`config.mk`:
```
export PLATFORM = sky130hd
export DESIGN_NAME = fir_coeff_loader
export DESIGN_NICKNAME = d
export VERILOG_FILES = /design/src/rtl/fir_pkg.sv /design/src/rtl/fir_cksum.sv /design/src/rtl/fir_coeff_loader.sv
export SDC_FILE = /design/constraint.sdc
export NUM_CORES = 1
export LEC_CHECK = 0
export BUFFER_PORTS_ARGS = -buffer_cell sky130_fd_sc_hd__buf_4
export CAP_MARGIN = 20
export CORE_UTILIZATION = 39
export DETAILED_ROUTE_END_ITERATION = 8
export GPL_ROUTABILITY_DRIVEN = 0
export PLACE_DENSITY_LB_ADDON = 0.2
export SLEW_MARGIN = 25
export SYNTH_ARGS = -nofsm -noshare
export SYNTH_HDL_FRONTEND = slang
export SYNTH_HIERARCHICAL = 1
export SYNTH_SLANG_ARGS = --single-unit
```
`constraint.sdc`:
```
create_clock -name Clk -period 4.5 [get_ports Clk]
set_clock_uncertainty 0.15 [all_clocks]
set_input_delay 0.9 -clock Clk [delete_from_list [all_inputs] [get_ports Clk]]
set_output_delay 0.9 -clock Clk [all_outputs]
set_load 0.02 [all_outputs]
```
`src/rtl/fir_pkg.sv`:
```
// fir_pkg
//   Shared constants and types for the FIR coefficient path. Imported by
//   fir_coeff_loader, fir_cksum, fir_transpose and the benches.
//   COEFF_W : coefficient width (must match fir_transpose)
//   ADDR_W  : coefficient memory address width
//   SUM_W   : width of the load/readback checksums
package fir_pkg;

  localparam int unsigned COEFF_W = 12;
  localparam int unsigned ADDR_W  = 8;
  localparam int unsigned SUM_W   = 16;

  typedef enum logic [2:0] {
    LD_IDLE,
    LD_LOAD,
    LD_VERIFY,
    LD_CHECK,
    LD_DONE
  } loader_state_t;

endpackage

```
`src/rtl/fir_cksum.sv`:
```
// fir_cksum
//   SUM_W-bit running sum of zero-extended DATA_W-bit words, modulo 2^SUM_W.
//   Ports:
//     clk_i  : clock, rising edge
//     rst_i  : synchronous active-high reset, clears the sum
//     clr_i  : synchronous clear (wins over add_i)
//     add_i  : add data_i into the sum on this edge
//     data_i : word to accumulate
//     sum_o  : current sum
module fir_cksum #(
  parameter int unsigned DATA_W = fir_pkg::COEFF_W,
  parameter int unsigned SUM_W  = fir_pkg::SUM_W
) (
  input  logic              clk_i,
  input  logic              rst_i,
  input  logic              clr_i,
  input  logic              add_i,
  input  logic [DATA_W-1:0] data_i,
  output logic [SUM_W-1:0]  sum_o
);

  logic [SUM_W-1:0] sum_q;
  logic [SUM_W-1:0] sum_d;

  always_comb begin
    sum_d = sum_q;
    if (clr_i) begin
      sum_d = '0;
    end else if (add_i) begin
      sum_d = sum_q + SUM_W'(data_i);
    end
  end

  always_ff @(posedge clk_i) begin
    if (rst_i) begin
      sum_q <= '0;
    end else begin
      sum_q <= sum_d;
    end
  end

  assign sum_o = sum_q;

endmodule

```
`src/rtl/fir_coeff_loader.sv`:
```
// fir_coeff_loader
//   Loads N coefficients from a valid/ready stream into the fir_transpose
//   coefficient memory at addresses 0..N-1, holding the filter in reset
//   (fir_hlt) for the whole load and releasing it when the load completes.
//
//   Build option FIR_COEFF_VERIFY_EN: when defined, a readback pass re-reads
//   addresses 0..N-1 and compares the sum of the read data against the sum
//   of the written data, reporting a mismatch on `error`. When undefined,
//   `error` and `read_address` are tied to 0 and `read_value` is unused.
//
//   Ports:
//     Clk           : clock, all state updates on the rising edge
//     Hlt           : synchronous active-high reset
//     start         : one-cycle load request, honoured only in IDLE
//     num_taps      : coefficient count N (sampled with start; 0 is ignored)
//     s_valid/s_data/s_ready : coefficient stream
//     write_address/write_value/load : registered write port to the FIR
//     read_address/read_value : readback port (read data one cycle later)
//     fir_hlt       : FIR reset, high from load start until DONE
//     busy          : load or verify in progress
//     done          : level, last load completed
//     error         : level, last verify mismatched
module fir_coeff_loader #(
  parameter int unsigned COEFF_W = fir_pkg::COEFF_W,
  parameter int unsigned ADDR_W  = fir_pkg::ADDR_W,
  parameter int unsigned SUM_W   = fir_pkg::SUM_W
) (
  input  logic               Clk,
  input  logic               Hlt,
  input  logic               start,
  input  logic [ADDR_W-1:0]  num_taps,
  input  logic               s_valid,
  input  logic [COEFF_W-1:0] s_data,
  output logic               s_ready,
  output logic [ADDR_W-1:0]  write_address,
  output logic [COEFF_W-1:0] write_value,
  output logic               load,
  output logic [ADDR_W-1:0]  read_address,
  input  logic [COEFF_W-1:0] read_value,
  output logic               fir_hlt,
  output logic               busy,
  output logic               done,
  output logic               error
);

  import fir_pkg::*;

  loader_state_t state_q, state_d;

  logic [ADDR_W-1:0]  n_q, n_d;
  logic [ADDR_W-1:0]  idx_q, idx_d;
  logic [ADDR_W-1:0]  wr_addr_q, wr_addr_d;
  logic [COEFF_W-1:0] wr_val_q, wr_val_d;
  logic               load_q, load_d;
  logic               fir_hlt_q, fir_hlt_d;
  logic               done_q, done_d;

  logic               start_ok;
  logic               beat;

  // s_ready is gated by the beat count so it drops the cycle after the N-th
  // beat, while the state lingers one more cycle in LOAD so that DONE (and
  // the fir_hlt release) follows the last FIR write edge.
  assign s_ready  = (state_q == LD_LOAD) && (idx_q != n_q);
  assign beat     = s_ready && s_valid;
  assign start_ok = (state_q == LD_IDLE) && start && (num_taps != '0);

`ifdef FIR_COEFF_VERIFY_EN
  logic [ADDR_W-1:0] vcnt_q, vcnt_d;
  logic              error_q, error_d;
  logic [SUM_W-1:0]  wsum;
  logic [SUM_W-1:0]  rsum;
  logic              radd;

  // Read data for the address issued at count j arrives at count j+1.
  assign radd = (state_q == LD_VERIFY) && (vcnt_q != '0);

  fir_cksum #(
    .DATA_W (COEFF_W),
    .SUM_W  (SUM_W)
  ) u_wsum (
    .clk_i  (Clk),
    .rst_i  (Hlt),
    .clr_i  (start_ok),
    .add_i  (beat),
    .data_i (s_data),
    .sum_o  (wsum)
  );

  fir_cksum #(
    .DATA_W (COEFF_W),
    .SUM_W  (SUM_W)
  ) u_rsum (
    .clk_i  (Clk),
    .rst_i  (Hlt),
    .clr_i  (start_ok),
    .add_i  (radd),
    .data_i (read_value),
    .sum_o  (rsum)
  );

  assign read_address = ((state_q == LD_VERIFY) && (vcnt_q != n_q)) ? vcnt_q : '0;
  assign error        = error_q;
`else
  logic unused_read_value;
  assign unused_read_value = ^read_value;
  assign read_address      = '0;
  assign error             = 1'b0;
`endif

  always_comb begin
    state_d   = state_q;
    n_d       = n_q;
    idx_d     = idx_q;
    wr_addr_d = wr_addr_q;
    wr_val_d  = wr_val_q;
    load_d    = 1'b0;
    fir_hlt_d = fir_hlt_q;
    done_d    = done_q;
`ifdef FIR_COEFF_VERIFY_EN
    vcnt_d    = vcnt_q;
    error_d   = error_q;
`endif

    case (state_q)
      LD_IDLE: begin
        if (start_ok) begin
          n_d       = num_taps;
          idx_d     = '0;
          done_d    = 1'b0;
          fir_hlt_d = 1'b1;
`ifdef FIR_COEFF_VERIFY_EN
          error_d   = 1'b0;
`endif
          state_d   = LD_LOAD;
        end
      end

      LD_LOAD: begin
        if (beat) begin
          wr_addr_d = idx_q;
          wr_val_d  = s_data;
          load_d    = 1'b1;
          idx_d     = idx_q + ADDR_W'(1);
        end else if (idx_q == n_q) begin
`ifdef FIR_COEFF_VERIFY_EN
          vcnt_d    = '0;
          state_d   = LD_VERIFY;
`else
          done_d    = 1'b1;
          fir_hlt_d = 1'b0;
          state_d   = LD_DONE;
`endif
        end
      end

`ifdef FIR_COEFF_VERIFY_EN
      // N address cycles plus one trailing cycle to absorb the last read.
      LD_VERIFY: begin
        if (vcnt_q == n_q) begin
          state_d = LD_CHECK;
        end else begin
          vcnt_d  = vcnt_q + ADDR_W'(1);
        end
      end

      LD_CHECK: begin
        error_d   = (rsum != wsum);
        done_d    = 1'b1;
        fir_hlt_d = 1'b0;
        state_d   = LD_DONE;
      end
`endif

      LD_DONE: begin
        state_d = LD_IDLE;
      end

      default: begin
        state_d = LD_IDLE;
      end
    endcase
  end

  always_ff @(posedge Clk) begin
    if (Hlt) begin
      state_q   <= LD_IDLE;
      n_q       <= '0;
      idx_q     <= '0;
      wr_addr_q <= '0;
      wr_val_q  <= '0;
      load_q    <= 1'b0;
      fir_hlt_q <= 1'b1;
      done_q    <= 1'b0;
`ifdef FIR_COEFF_VERIFY_EN
      vcnt_q    <= '0;
      error_q   <= 1'b0;
`endif
    end else begin
      state_q   <= state_d;
      n_q       <= n_d;
      idx_q     <= idx_d;
      wr_addr_q <= wr_addr_d;
      wr_val_q  <= wr_val_d;
      load_q    <= load_d;
      fir_hlt_q <= fir_hlt_d;
      done_q    <= done_d;
`ifdef FIR_COEFF_VERIFY_EN
      vcnt_q    <= vcnt_d;
      error_q   <= error_d;
`endif
    end
  end

  assign write_address = wr_addr_q;
  assign write_value   = wr_val_q;
  assign load          = load_q;
  assign fir_hlt       = fir_hlt_q;
  assign done          = done_q;
  assign busy          = (state_q != LD_IDLE) && (state_q != LD_DONE);

endmodule

```
Word level (Yosys, flattened, before mapping)
Cells that the tools add are included.

word-level totals
  register bits = 42
  latch bits = 0
  bits in writable memories = 0
  ROM bits = 0
  output and inout bits = 34
  word-level logic and storage cells = 49
  memories = 0

operators by class
  add/sub/neg operators = 1
  multipliers = 0
  div/mod/pow operators = 0
  $lt $le $gt $ge = 0
  equal/unequal tests = 8
  shifts and indexed selects = 0
  multiplexer cells = 16
  bitwise logic cells = 1
  reductions and logical operators = 15

operators with widths
  cell                   number
  $mux W8                2
  $pmux W8 S2            1
  $mux W3                3
  $add A8 B1 Y8 const B  1
  $eq A8 B8 Y1           1
  $ne A8 B8 Y1           1
  $reduce_bool A8 Y1     1
  $mux W1                7
  $ne A2 B2 Y1 const B   3
  $pmux W3 S2            1
  $reduce_and A3 Y1      2
  $logic_and A1 B1 Y1    5
  $pmux W1 S2            2
  $reduce_and A2 Y1      2
  $reduce_and A4 Y1      1
  $eq A3 B1 Y1 const B   1
  $logic_not A3 Y1       1
  $ne A3 B3 Y1 const B   1
  $reduce_bool A3 Y1     1
  $ne A2 B1 Y1 const B   1
  $reduce_bool A2 Y1     1
  $reduce_or A2 Y1       1
  $not A1 Y1             1

Longest topological paths before layout
Gate-level depths: netlist (run 1).

  depth after elaboration = 5
  mapped depth = 6
  gate-level depth less buffers = 5

Worst setup path before layout (run 1)
OpenSTA, ideal clock, no wires.

  path kind = in2reg
  start point = in num_taps[3]
  end point = reg n_q[5]
  setup time = 128 ps
  data arrival time = 2185 ps
  required time = 4222 ps
  setup slack = 2038 ps
  stages on the path = 6
  cells stage by stage = or4_1 -> o211ai_2 -> buf_6 -> buf_12 -> mux2i_1 -> nor2_1

between the ends
  word-level cells in the longest chain between the ends = 3

RTL lines
  item                                line                     source
  from (decl)                         fir_coeff_loader.sv:31   input logic [ADDR_W-1:0] num_taps,
  $reduce_bool A8 Y1                  fir_coeff_loader.sv:66   assign start_ok = (state_q == LD_IDLE) && start && (num_taps != '0);
  $logic_and A1 B1 Y1                 fir_coeff_loader.sv:66
  $reduce_and A2 Y1 (no source line)  -
  to (signal assigned)                fir_coeff_loader.sv:201  n_q <= n_d;
  to (decl)                           fir_coeff_loader.sv:50   logic [ADDR_W-1:0] n_q, n_d;

No other way between the ends.
A chain may end at the register's enable or synchronous reset.

Final worst setup path (run 1)
  start point = reg idx_q[5]
  end point = out s_ready

between the ends
  word-level cells in the longest chain between the ends = 2

RTL lines
  item                    line                     source
  from (decl)             fir_coeff_loader.sv:51   logic [ADDR_W-1:0] idx_q, idx_d;
  from (signal assigned)  fir_coeff_loader.sv:202  idx_q <= idx_d;
  $ne A8 B8 Y1            fir_coeff_loader.sv:64   assign s_ready = (state_q == LD_LOAD) && (idx_q != n_q);
  $logic_and A1 B1 Y1     fir_coeff_loader.sv:64
  to (decl)               fir_coeff_loader.sv:34   output logic s_ready,

No other way between the ends.

==> summary.md, run 1 <==
| Metric | Value |
|---|---|
| Status | `finished clean` |
| Pin count of the biggest net entering global routing | `68` |
| Crit-path max FO | `6` |
| Main flop type after synthesis | `dfxtp_1` |
| Sequential share of the synthesized area | `roughly two fifths` |
| Total Routed Length | `between 3 and 4 mm` |
| Die Y-Extent | `74.5 µm` |
| Comb power frac | `15.9%` |
| Final period util | `between 50 and 60%` |
| Hold Vio Cnt, Final | `0` |
| Synth warn | `6` |
| Ys async rst share | `0%` |
| Power Density | `348 nW/µm²` |
| Post-DR vias/cell | `4.69` |
| Share of power burned in registers | `around 44%` |
| Leading area contributor after synthesis | `dfxtp_1` |
| Mapped cell area | `2050 µm²` |
| Critical Path AT | `1.52 ns` |
| Ant diodes | `0` |
| Worst-margin pin slew | `0.523 ns` |
| Die X-Extent | `roughly 74 µm` |
| Max-cap violation count | `0` |
| Tot GR Track Use | `14.1%` |
| Final HPWL DP | `2.50 mm` |
| TritonCTS clock tree | `done` |
| Final global-route overflow total | `0` |
| Total number of vias | `1510` |
| #FFs+latches synth | `between 40 and 50` |
| Setup violations, final | `0` |
| Total I/O pin count | `70` |
| Clock group share of total power | `40.1%` |
| Max Slew Vio Count | `0` |
| Area growth from synthesis to layout | `23.1%` |
| CP Class | `flip-flop to output pin` |
| Mapped Avg Cell Area | `9.81 µm²` |
| Minimum clock period | `2.57 ns` |
| P_int | `around 0.66 mW` |
| Largest cells by area after synthesis | `dfxtp_1 (40%), mux2i_1 (17%), nand2b_1 (13%), buf_4 (4.0%), xnor2_1 (3.4%)` |
| Clock root buffer master | `clkbuf_8` |
| Share of the synthesized area in the top cell type | `40.0%` |
| Overall Power | `0.879 mW` |
| Slowest CP cell | `dfxtp_1` |
| Crit-path cells | `xnor2_1, nand4_1, o21ai_0, inv_1, buf_4` |
| IO Port Bufs | `48` |
| Worst hold margin | `0.309 ns` |
| Net Sw Frac | `24.7%` |
| Antenna violations before repair | `0` |
| Lkg Pwr | `1.03 nW` |
| First-pass GRT wire length | `approximately 5.9 mm` |
| Vias in the first global route | `1273` |
| CTS Hold Buffers Added | `0` |
| Largest incremental delay on the critical path | `between 0.4 and 0.5 ns` |
| Final non-filler cell total | `322` |
| Peak VDD IR | `about 0.00017 V` |
| NumNets Final | `288` |
| RSZ-0062 raised after global routing | `no` |
| Rel. slew slack | `65.2%` |
| Wire per inst | `11.5 µm` |
| Starting Density | `40.4%` |
| Antenna Nets Post-Route | `0` |
| Syn Inst Count | `209` |
| Setup Fix Bufs, Post-CTS | `0` |
| Hold depth | `2` |
| CTS Buf Count | `5` |
| DP Cell Count | `about 310` |
| WP data required | `3.45 ns` |
| CTS Sinks | `41` |
| Fraction of layout instances using a drive strength above 1 | `24.2%` |
| Clk buf depth | `2` |
| CP endpoint kind | `output pin` |
| FP Rows | `26` |
| Count of different cell masters after synthesis | `31` |
| R2R depth | `5` |
| Psw | `between 0.2 and 0.25 mW` |
| Number of synthesized flops with an enable pin | `0` |
| Clock latency at the later pin of the worst-skew pair | `0.30 ns` |
| CP Launch Type | `flip-flop` |
| H-tree Lvls | `2` |
| Setup TNS | `0 ns` |
| Peak Freq | `around 400 MHz` |
| Core area | `~5000 µm²` |
| CTS resizes | `0` |
| Residual DRC count | `0` |
| Clock slew at reported path FFs | `0.08 ns` |
| Die area | `5550 µm²` |
| HP Class | `flip-flop to flip-flop` |
| DR pass1 iterations | `4` |
| DRT iter0 DRCs | `~70` |
## state kept, by name (all words and copies together) (netlist names)
signal         cells
load               1
fir_hlt            1
write_address      8
done               1
write_value       12
idx_q              8
state_q            2
n_q                8
## final timing paths
kind | startpoint | slack (ns) | end
worst max register to register | idx_q[2] | 2.28 | idx_q[0]
worst min-delay path | done | 0.31 | done
worst max-delay path | idx_q[5] | 1.93 | s_ready
worst min register to register | done | 0.31 | done
## cells in the mapped netlist, types with 4 or more instances
| cell | number |
|---|---|
| mux2i_1 | 35 |
| nand2b_1 | 43 |
| nor2_1 | 12 |
| xnor2_1 | 8 |
| clkbuf_1 | 8 |
| nand3b_1 | 6 |
| or3b_1 | 6 |
| buf_4 | 11 |
| dfxtp_1 | 41 |
| nand3_1 | 4 |
## metal layers
metal  up-vias  track usage [%]  share of wire [%]
met3         5             4.74                4.2
met1       691             17.5                 50
met4         0             6.29                1.4
li1        781                -                  -
met5         -                0                  0
met2        33             22.0                 44
## cell families (layout without fill, tap and decap cells)
kind of cell / Yosys count / count (layout) / synth area share [%]
xor gates and xnor gates: 8 / 8 / 3.42
AOI/OAI and AO/OA: 13 / 13 / 4.94
muxes: 36 / 36 / 17.6
buffers and inverters: 24 / 59 / 7.69
DFF: 41 / 41 / 40.0
adders and majority gates: 1 / 1 / 0.610
and+or+nand+nor: 85 / 85 / 25.5
other: 1 / 9 / 0.183
## cell type report
class	count	area (µm²)
Clock buffer	5	68.8
Clock inverter	3	65.1
Fill cell	505	2550
Inverter	1	3.75
Multi-Input combinational cell	152	1100
Sequential cell	41	821
Tap cell	70	87.6
Timing Repair Buffer	50	375
## power by group through the flow
stage	registers [mW]	clock network (mW)	logic, mW
floorplan	0.402	0	0.104
global placement	0.395	0	0.139
detailed placement	0.395	0	0.141
CTS	0.387	0.365	0.141
global route	0.389	0.374	0.152
finish	0.387	0.353	0.140
## critical path: cells and delay by family, from the launching register on
kind,cells,cell delay (ns)
flops,1,0.44
compound gates,1,0.25
buf+inv,2,0.22
xor+xnor,1,0.16
simple gates,1,0.15
## stage by stage
step / worst slack, ns / util [%] / cell area (µm²)
2_1_floorplan: 2.04 / - / 2080
3_3_place_gp: 1.76 / 47.1 / 2390
6_report: 1.93 / 49.7 / 2520
3_5_place_dp: 1.72 / 47.1 / 2390
4_1_cts: 1.87 / 49.7 / 2520
5_1_grt: 1.80 / 49.7 / 2520
## cells in the final DEF, fill, tap and decap left out, types with 2 or more instances in the layout
| cell | count |
|---|---|
| buf_4 | 50 |
| nand2b_1 | 43 |
| dfxtp_1 | 41 |
| mux2i_1 | 35 |
| nor2_1 | 12 |
| conb_1 | 9 |
| xnor2_1 | 8 |
| nand3b_1 | 6 |
| or3b_1 | 6 |
| clkbuf_8 | 5 |
| nand3_1 | 4 |
| nand4_1 | 3 |
| and4_1 | 3 |
| a211oi_1 | 3 |
| nand2_1 | 3 |
| a21oi_1 | 3 |
| nor2b_1 | 2 |
| or4_1 | 2 |
| a21o_1 | 2 |
| bufinv_16 | 2 |
No activity file was read; power rests on OpenSTA's default activity.
==> run 2, diff against run 1 <==
Settings changed: ABC_AREA from default to 1.
Clock period 4.5 ns to 2.13 ns, I/O delays scaled along.
==> summary.md, run 2 <==
| Metric | Value |
|---|---|
| Ys async rst share | `0% (unchanged)` |
| Mapped cell area | `1840 µm² (-10%)` |
| # fillers | `470 (-6.9%)` |
| Setup Fix Bufs, Post-CTS | `0 (unchanged)` |
| First-pass GRT wire length | `6.02 mm (+1.9%)` |
| CTS Sinks | `41 (unchanged)` |
| Critical Path AT | `1.42 ns (-0.10 ns)` |
| Final global-route overflow total | `0 (unchanged)` |
| Residual DRC count | `9 (+9)` |
| Most numerous cell in the Yosys netlist | `nand2_1` |
| Clock root buffer master | `clkbuf_8` |
| Commonest non-fill, non-tap cell in the layout | `nand2_1` |
| Peak VDD IR | `0.000257 V (+56%)` |
| Final HPWL DP | `2.61 mm (+4.4%)` |
| Largest cells by area after synthesis | `dfxtp_1 (45%), nand2_1 (16%), a21oi_1 (9.3%), buf_4 (4.5%), nor2_1 (4.5%)` |
| Top Family by Delay on Critical Path | `simple AND/OR/NAND/NOR gates` |
| Syn Inst Count | `253 (+21%)` |
| Largest incremental delay on the critical path | `0.42 ns (-0.02 ns)` |
| Commonest cells after routing, fill and taps aside | `nand2_1 (78), buf_4 (54), dfxtp_1 (37), a21oi_1 (34), nor2_1 (22)` |
| Die X-Extent | `70.6 µm (-5.2%)` |
| Synth warn | `6 (unchanged)` |
| Flop-to-flop setup slack | `0.40 ns (-1.88 ns)` |
| Ant diodes | `0 (unchanged)` |
| CP endpoint kind | `output pin` |
| Post-DR vias/cell | `4.50 (-4.1%)` |
| Crit-path cells | `nand2_1, nand2_1, nand2_1, nor2_1, nand2_2, nand2_1, inv_1, buf_4` |
| CP Class | `flip-flop to output pin` |
| Clock latency at the later pin of the worst-skew pair | `0.29 ns (about the same)` |
| CTS Hold Buffers Added | `0 (unchanged)` |
| Clk buf depth | `2 (unchanged)` |
| HP Class | `input pin to flip-flop` |
| Antenna Nets Post-Route | `0 (unchanged)` |
| Lkg Pwr | `0.985 nW (-4.3%)` |
| Max FFs per register | `12 (unchanged)` |
| #FFs+latches synth | `41 (unchanged)` |
| TritonCTS clock tree | `done` |
| Clock slew at reported path FFs | `0.07 ns (about the same)` |
| Final period util | `around 94%` |
| Post-synth top cells | `nand2_1 (78), dfxtp_1 (41), a21oi_1 (34)` |
| Setup violations, final | `0 (unchanged)` |
| Area growth from synthesis to layout | `24.3%` |
| Core area | `4440 µm² (-12%)` |
| Count of different cell masters after synthesis | `23 (-26%)` |
| Starting Density | `41.3% (+0.92 points)` |
| Die Y-Extent | `70.6 µm (-5.2%)` |
| Antenna violations before repair | `0 (unchanged)` |
| Crit-path max FO | `6 (unchanged)` |
| FP Rows | `24 (-7.7%)` |
| Setup TNS | `0 ns (unchanged)` |
| DR pass1 iterations | `6 (+2)` |
| Status | `finished, violations left` |
| Max-cap violation count | `0 (unchanged)` |
| CP Buf/Inv Count | `2 (unchanged)` |
| Peak Freq | `501 MHz` |
| Worst hold margin | `0.238 ns (-0.0719 ns)` |
| Pin count of the biggest net entering global routing | `24 (-65%)` |
| WP data required | `1.55 ns (-1.90 ns)` |
| Leading area contributor after synthesis | `dfxtp_1` |
| Top cell by count, worst path | `nand2_1` |
| NumNets Final | `338 (+17%)` |
| DRT iter0 DRCs | `85 (+23%)` |
| Total I/O pin count | `70 (unchanged)` |
| Share of the synthesized area in the top cell type | `44.7% (+4.7 points)` |
| Wire per inst | `10.3 µm (-10%)` |
| Total Routed Length | `3.64 mm (-1.6%)` |
| Fraction of layout instances using a drive strength above 1 | `23.6% (-0.62 points)` |
| Total number of vias | `1587 (+5.1%)` |
| Mapped Avg Cell Area | `7.25 µm² (-26%)` |
| CTS Buf Count | `5 (unchanged)` |
| RSZ-0062 raised after global routing | `no` |
| Failing checks | `design-rule violations` |
| Slowest CP cell | `dfxtp_1` |
| CP Launch Type | `flip-flop` |
| Max Slew Vio Count | `0 (unchanged)` |
| H-tree Lvls | `2 (unchanged)` |
| Main flop type after synthesis | `dfxtp_1` |
| Tot GR Track Use | `15.2% (+1.1 points)` |
| IO Port Bufs | `48 (unchanged)` |
| Vias in the first global route | `1374 (+7.9%)` |
| Power Density | `696 nW/µm² (+100%)` |
| Hold Vio Cnt, Final | `0 (unchanged)` |
| Die area | `4990 µm² (-10%)` |
| Sequential share of the synthesized area | `44.7% (+4.7 points)` |
| Minimum clock period | `2.00 ns` |
| Number of synthesized flops with an enable pin | `0 (unchanged)` |
[run 2: repair_timing]
item,CTS,global route
hold endpoints to repair,0,0
endpoints found under the setup margin,0,1
gates resized for setup,0,5
[run 2: cell type report]
cell class                      count  area, µm²  share of cell area [%]
Clock buffer                        7       86.3                    3.78
Tap cell                           52       65.1                    2.85
Inverter                           20       75.1                    3.29
Sequential cell                    41        826                    36.2
Timing Repair Buffer               54        405                    17.8
Multi-Input combinational cell    179        823                    36.1
[run 2: cell families (layout without fill, tap and decap cells)]
family	count (synthesis)	after routing	share of synthesized area [%]
compound gates	45	45	12.5
xor+xnor	7	7	3.34
fa+ha+maj	1	1	0.682
buf+inv	41	81	12.1
flops	41	41	44.7
other cells	1	9	0.204
simple gates	117	117	26.5
[run 2: through the flow]
| step | worst slack (ns) | utilization (%) | power, mW | area (µm²) | instances |
|---|---|---|---|---|---|
| after floorplan | 0.581 | - | 1.03 | 1870 | 261 |
| after global placement | 0.385 | 49.3 | 1.10 | 2190 | 346 |
| after detailed placement | 0.367 | 49.3 | 1.11 | 2190 | 346 |
| after CTS | 0.0725 | 51.2 | 1.61 | 2280 | 353 |
| after global routing | 0.0114 | 51.3 | 1.67 | 2280 | 353 |
| final | 0.133 | 51.3 | 1.59 | 2280 | 353 |
[run 2: final timing paths]
| path | from | endpoint | depth (start not counted) |
|---|---|---|---|
| worst max-delay path | idx_q[1] | s_ready | 8 |
| worst min-delay path | s_data[11] | write_value[11] | 3 |
| worst max register to register | idx_q[1] | write_value[4] | 10 |
| worst min register to register | write_address[3] | write_address[3] | 2 |
[run 2: tightest hold or removal path: cells and delay by family]
kind / cells / cell delay [ns]
buffers and inverters: 1 / 0.11
AND/OR/NAND/NOR: 1 / 0.05
AO/OA/AOI/OAI: 1 / 0.05
[run 2: where the power goes]
group | internal (mW) | switching, mW
Combinational | 0.103 | 0.162
Clock | 0.257 | 0.248
Sequential | 0.800 | 0.0187
Total | 1.16 | 0.428
[run 2: layer usage]
| layer | GRT usage, % | wire length (µm) | up-vias |
|---|---|---|---|
| met5 | 0 | 0 | - |
| met4 | 5.33 | 46 | 0 |
| met3 | 4.42 | 175 | 5 |
| met2 | 24.6 | 1690 | 32 |
| met1 | 19.4 | 1740 | 684 |
| li1 | - | - | 866 |
==> run 3, diff against run 2 <==
Settings changed: CORE_UTILIZATION 39 to 43.
==> summary.md, run 3 (synthesis results as in run 2) <==
| Metric | Value |
|---|---|
| Status | `finished clean` |
| H-tree Lvls | `2 (unchanged)` |
| Share of power burned in registers | `52.6% (+1.1 points)` |
| Vias in the first global route | `1360 (-1.0%)` |
| Core area | `4060 µm² (-8.7%)` |
| Antenna violations before repair | `0 (unchanged)` |
| Die Y-Extent | `67.3 µm (-4.6%)` |
| CTS Hold Buffers Added | `0 (unchanged)` |
| Crit Reg-Reg Endpoint | `idx_q[0]` |
| Largest incremental delay on the critical path | `0.44 ns (+0.02 ns)` |
| Worst hold margin | `0.244 ns (+0.00669 ns)` |
| Flop-to-flop setup slack | `0.42 ns (+0.02 ns)` |
| Die X-Extent | `67.3 µm (-4.6%)` |
| Minimum clock period | `2.03 ns (+0.0289 ns)` |
| Setup TNS | `0 ns (unchanged)` |
| Commonest non-fill, non-tap cell in the layout | `nand2_1` |
| Final period util | `95.1% (+1.4 points)` |
| Critical Path End | `s_ready` |
| Clock group share of total power | `30.6% (-1.2 points)` |
| Max-cap violation count | `0 (unchanged)` |
| Lkg Pwr | `0.974 nW (-1.1%)` |
| Commonest cells after routing, fill and taps aside | `nand2_1 (78), buf_4 (53), dfxtp_1 (39), a21oi_1 (34), nor2_1 (22)` |
| Final HPWL DP | `2.52 mm (-3.2%)` |
| Clock slew at reported path FFs | `0.07 ns (about the same)` |
| CTS Buf Count | `5 (unchanged)` |
| CP Class | `flip-flop to output pin` |
| Fraction of layout instances using a drive strength above 1 | `21.9% (-1.7 points)` |
| Peak VDD IR | `0.000356 V (+38%)` |
| Power Density | `688 nW/µm² (-1.2%)` |
| CTS Sinks | `41 (unchanged)` |
| Post-DR vias/cell | `4.52 (+0.51%)` |
| Slowest CP cell | `dfxtp_1` |
| Max Slew Vio Count | `0 (unchanged)` |
| Psw | `0.422 mW (-1.4%)` |
| CP endpoint kind | `output pin` |
| NumNets Final | `337 (-0.30%)` |
| IO Port Bufs | `48 (unchanged)` |
| Crit-path max FO | `6 (unchanged)` |
| Hold Vio Cnt, Final | `0 (unchanged)` |
| Tot GR Track Use | `17.6% (+2.4 points)` |
| First-pass GRT wire length | `6.00 mm (-0.33%)` |
| FP Rows | `23 (-4.2%)` |
| Setup violations, final | `0 (unchanged)` |
| Clock root buffer master | `clkbuf_8` |
| Net Sw Frac | `27.1% (+0.17 points)` |
| RSZ-0062 raised after global routing | `no` |
| DRT iter0 DRCs | `84 (-1.2%)` |
| Starting Density | `45.2% (+3.9 points)` |
| Total I/O pin count | `70 (unchanged)` |
| R2R depth | `10 (unchanged)` |
| Top cell by count, worst path | `nand2_1` |
| Residual DRC count | `0 (-9)` |
| Critical Path AT | `1.45 ns (+0.03 ns)` |
| Final non-filler cell total | `351 (-0.57%)` |
| Pin count of the biggest net entering global routing | `25 (+4.2%)` |
| TritonCTS clock tree | `done` |
| DP Cell Count | `343 (-0.87%)` |
| Total number of vias | `1586 (-0.063%)` |
| Crit-path cells | `xnor2_1, nand2_1, nor2_1, nand2_2, nand2_1, inv_1, buf_4` |
| HP Class | `input pin to flip-flop` |
| Peak Freq | `494 MHz (-1.4%)` |
| Comb power frac | `16.8% (about the same)` |
| Final global-route overflow total | `0 (unchanged)` |
| Wire per inst | `10.2 µm (-1.3%)` |
| Clock latency at the later pin of the worst-skew pair | `0.28 ns (about the same)` |
| CP Launch Type | `flip-flop` |
| P_int | `1.13 mW (-2.3%)` |
| DR pass1 iterations | `4 (-2)` |
| Antenna Nets Post-Route | `0 (unchanged)` |
| Critical path origin | `idx_q[2]` |
| WP data required | `1.55 ns (about the same)` |
| Area growth from synthesis to layout | `23.2%` |
| # fillers | `414 (-12%)` |
| Max FFs per register | `12 (unchanged)` |
| Reg-to-reg startpoint | `idx_q[6]` |
| Die area | `4530 µm² (-9.0%)` |
| Total Routed Length | `3.58 mm (-1.8%)` |
| Clk buf depth | `2 (unchanged)` |
| Ant diodes | `0 (unchanged)` |
==> run 3: area by class of cell <==
| cell class | instances | area (µm²) | share of cell area (%) |
|---|---|---|---|
| Timing Repair Buffer | 53 | 398 | 17.6 |
| Sequential cell | 41 | 823 | 36.4 |
| Inverter | 20 | 75.1 | 3.32 |
| Multi-Input combinational cell | 179 | 823 | 36.4 |
| Clock buffer | 8 | 80.1 | 3.54 |
| Tap cell | 50 | 62.6 | 2.77 |
==> run 3: power groups by stage <==
stage	clock, mW	combinational [mW]	sequential (mW)
finish	0.476	0.261	0.819
global route	0.524	0.293	0.823
CTS	0.493	0.264	0.818
detailed placement	0	0.264	0.836
global placement	0	0.262	0.835
floorplan	0	0.176	0.851
==> run 3: worst min path at each step <==
stage | startpoint | endpoint | slack, ns | cells after the start
4_1_cts | s_data[5] | write_value[5] | 0.24 | 3
3_5_place_dp | write_value[10] | write_value[10] | 0.31 | 2
5_1_grt | s_data[1] | write_value[1] | 0.24 | 3
2_1_floorplan | n_q[0] | n_q[0] | 0.29 | 2
3_3_place_gp | write_value[11] | write_value[11] | 0.30 | 2
6_report | s_data[8] | write_value[8] | 0.24 | 3
==> run 3: timing repair <==
item / in CTS / in global routing
gates resized for setup: 0 / 2
setup endpoints to repair: 0 / 1
endpoints found under the hold margin: 0 / 0
setup buffers: 0 / 0
==> run 3: through the flow <==
| step | setup WS, ns | utilization (%) | cell area (µm²) | power, mW |
|---|---|---|---|---|
| 2_1_floorplan | 0.581 | - | 1870 | 1.03 |
| 5_1_grt | 0.00728 | 55.8 | 2260 | 1.64 |
| 4_1_cts | 0.0757 | 55.7 | 2260 | 1.58 |
| 3_5_place_dp | 0.383 | 53.7 | 2180 | 1.10 |
| 3_3_place_gp | 0.390 | 53.7 | 2180 | 1.10 |
| 6_report | 0.105 | 55.8 | 2260 | 1.56 |
==> run 3: per-layer routing <==
| metal | part of all wire (%) | track usage, % |
|---|---|---|
| met4 | 1.2 | 6.38 |
| met2 | 45 | 28.1 |
| met3 | 3.3 | 4.05 |
| met5 | 0 | 0 |
| met1 | 51 | 22.9 |
==> run 3: critical path: cells and delay by family (launching register included) <==
family | cells | cell delay (ns)
buffers and inverters | 2 | 0.19
flip-flops | 1 | 0.44
XOR/XNOR | 1 | 0.14
AND/OR/NAND/NOR | 4 | 0.39
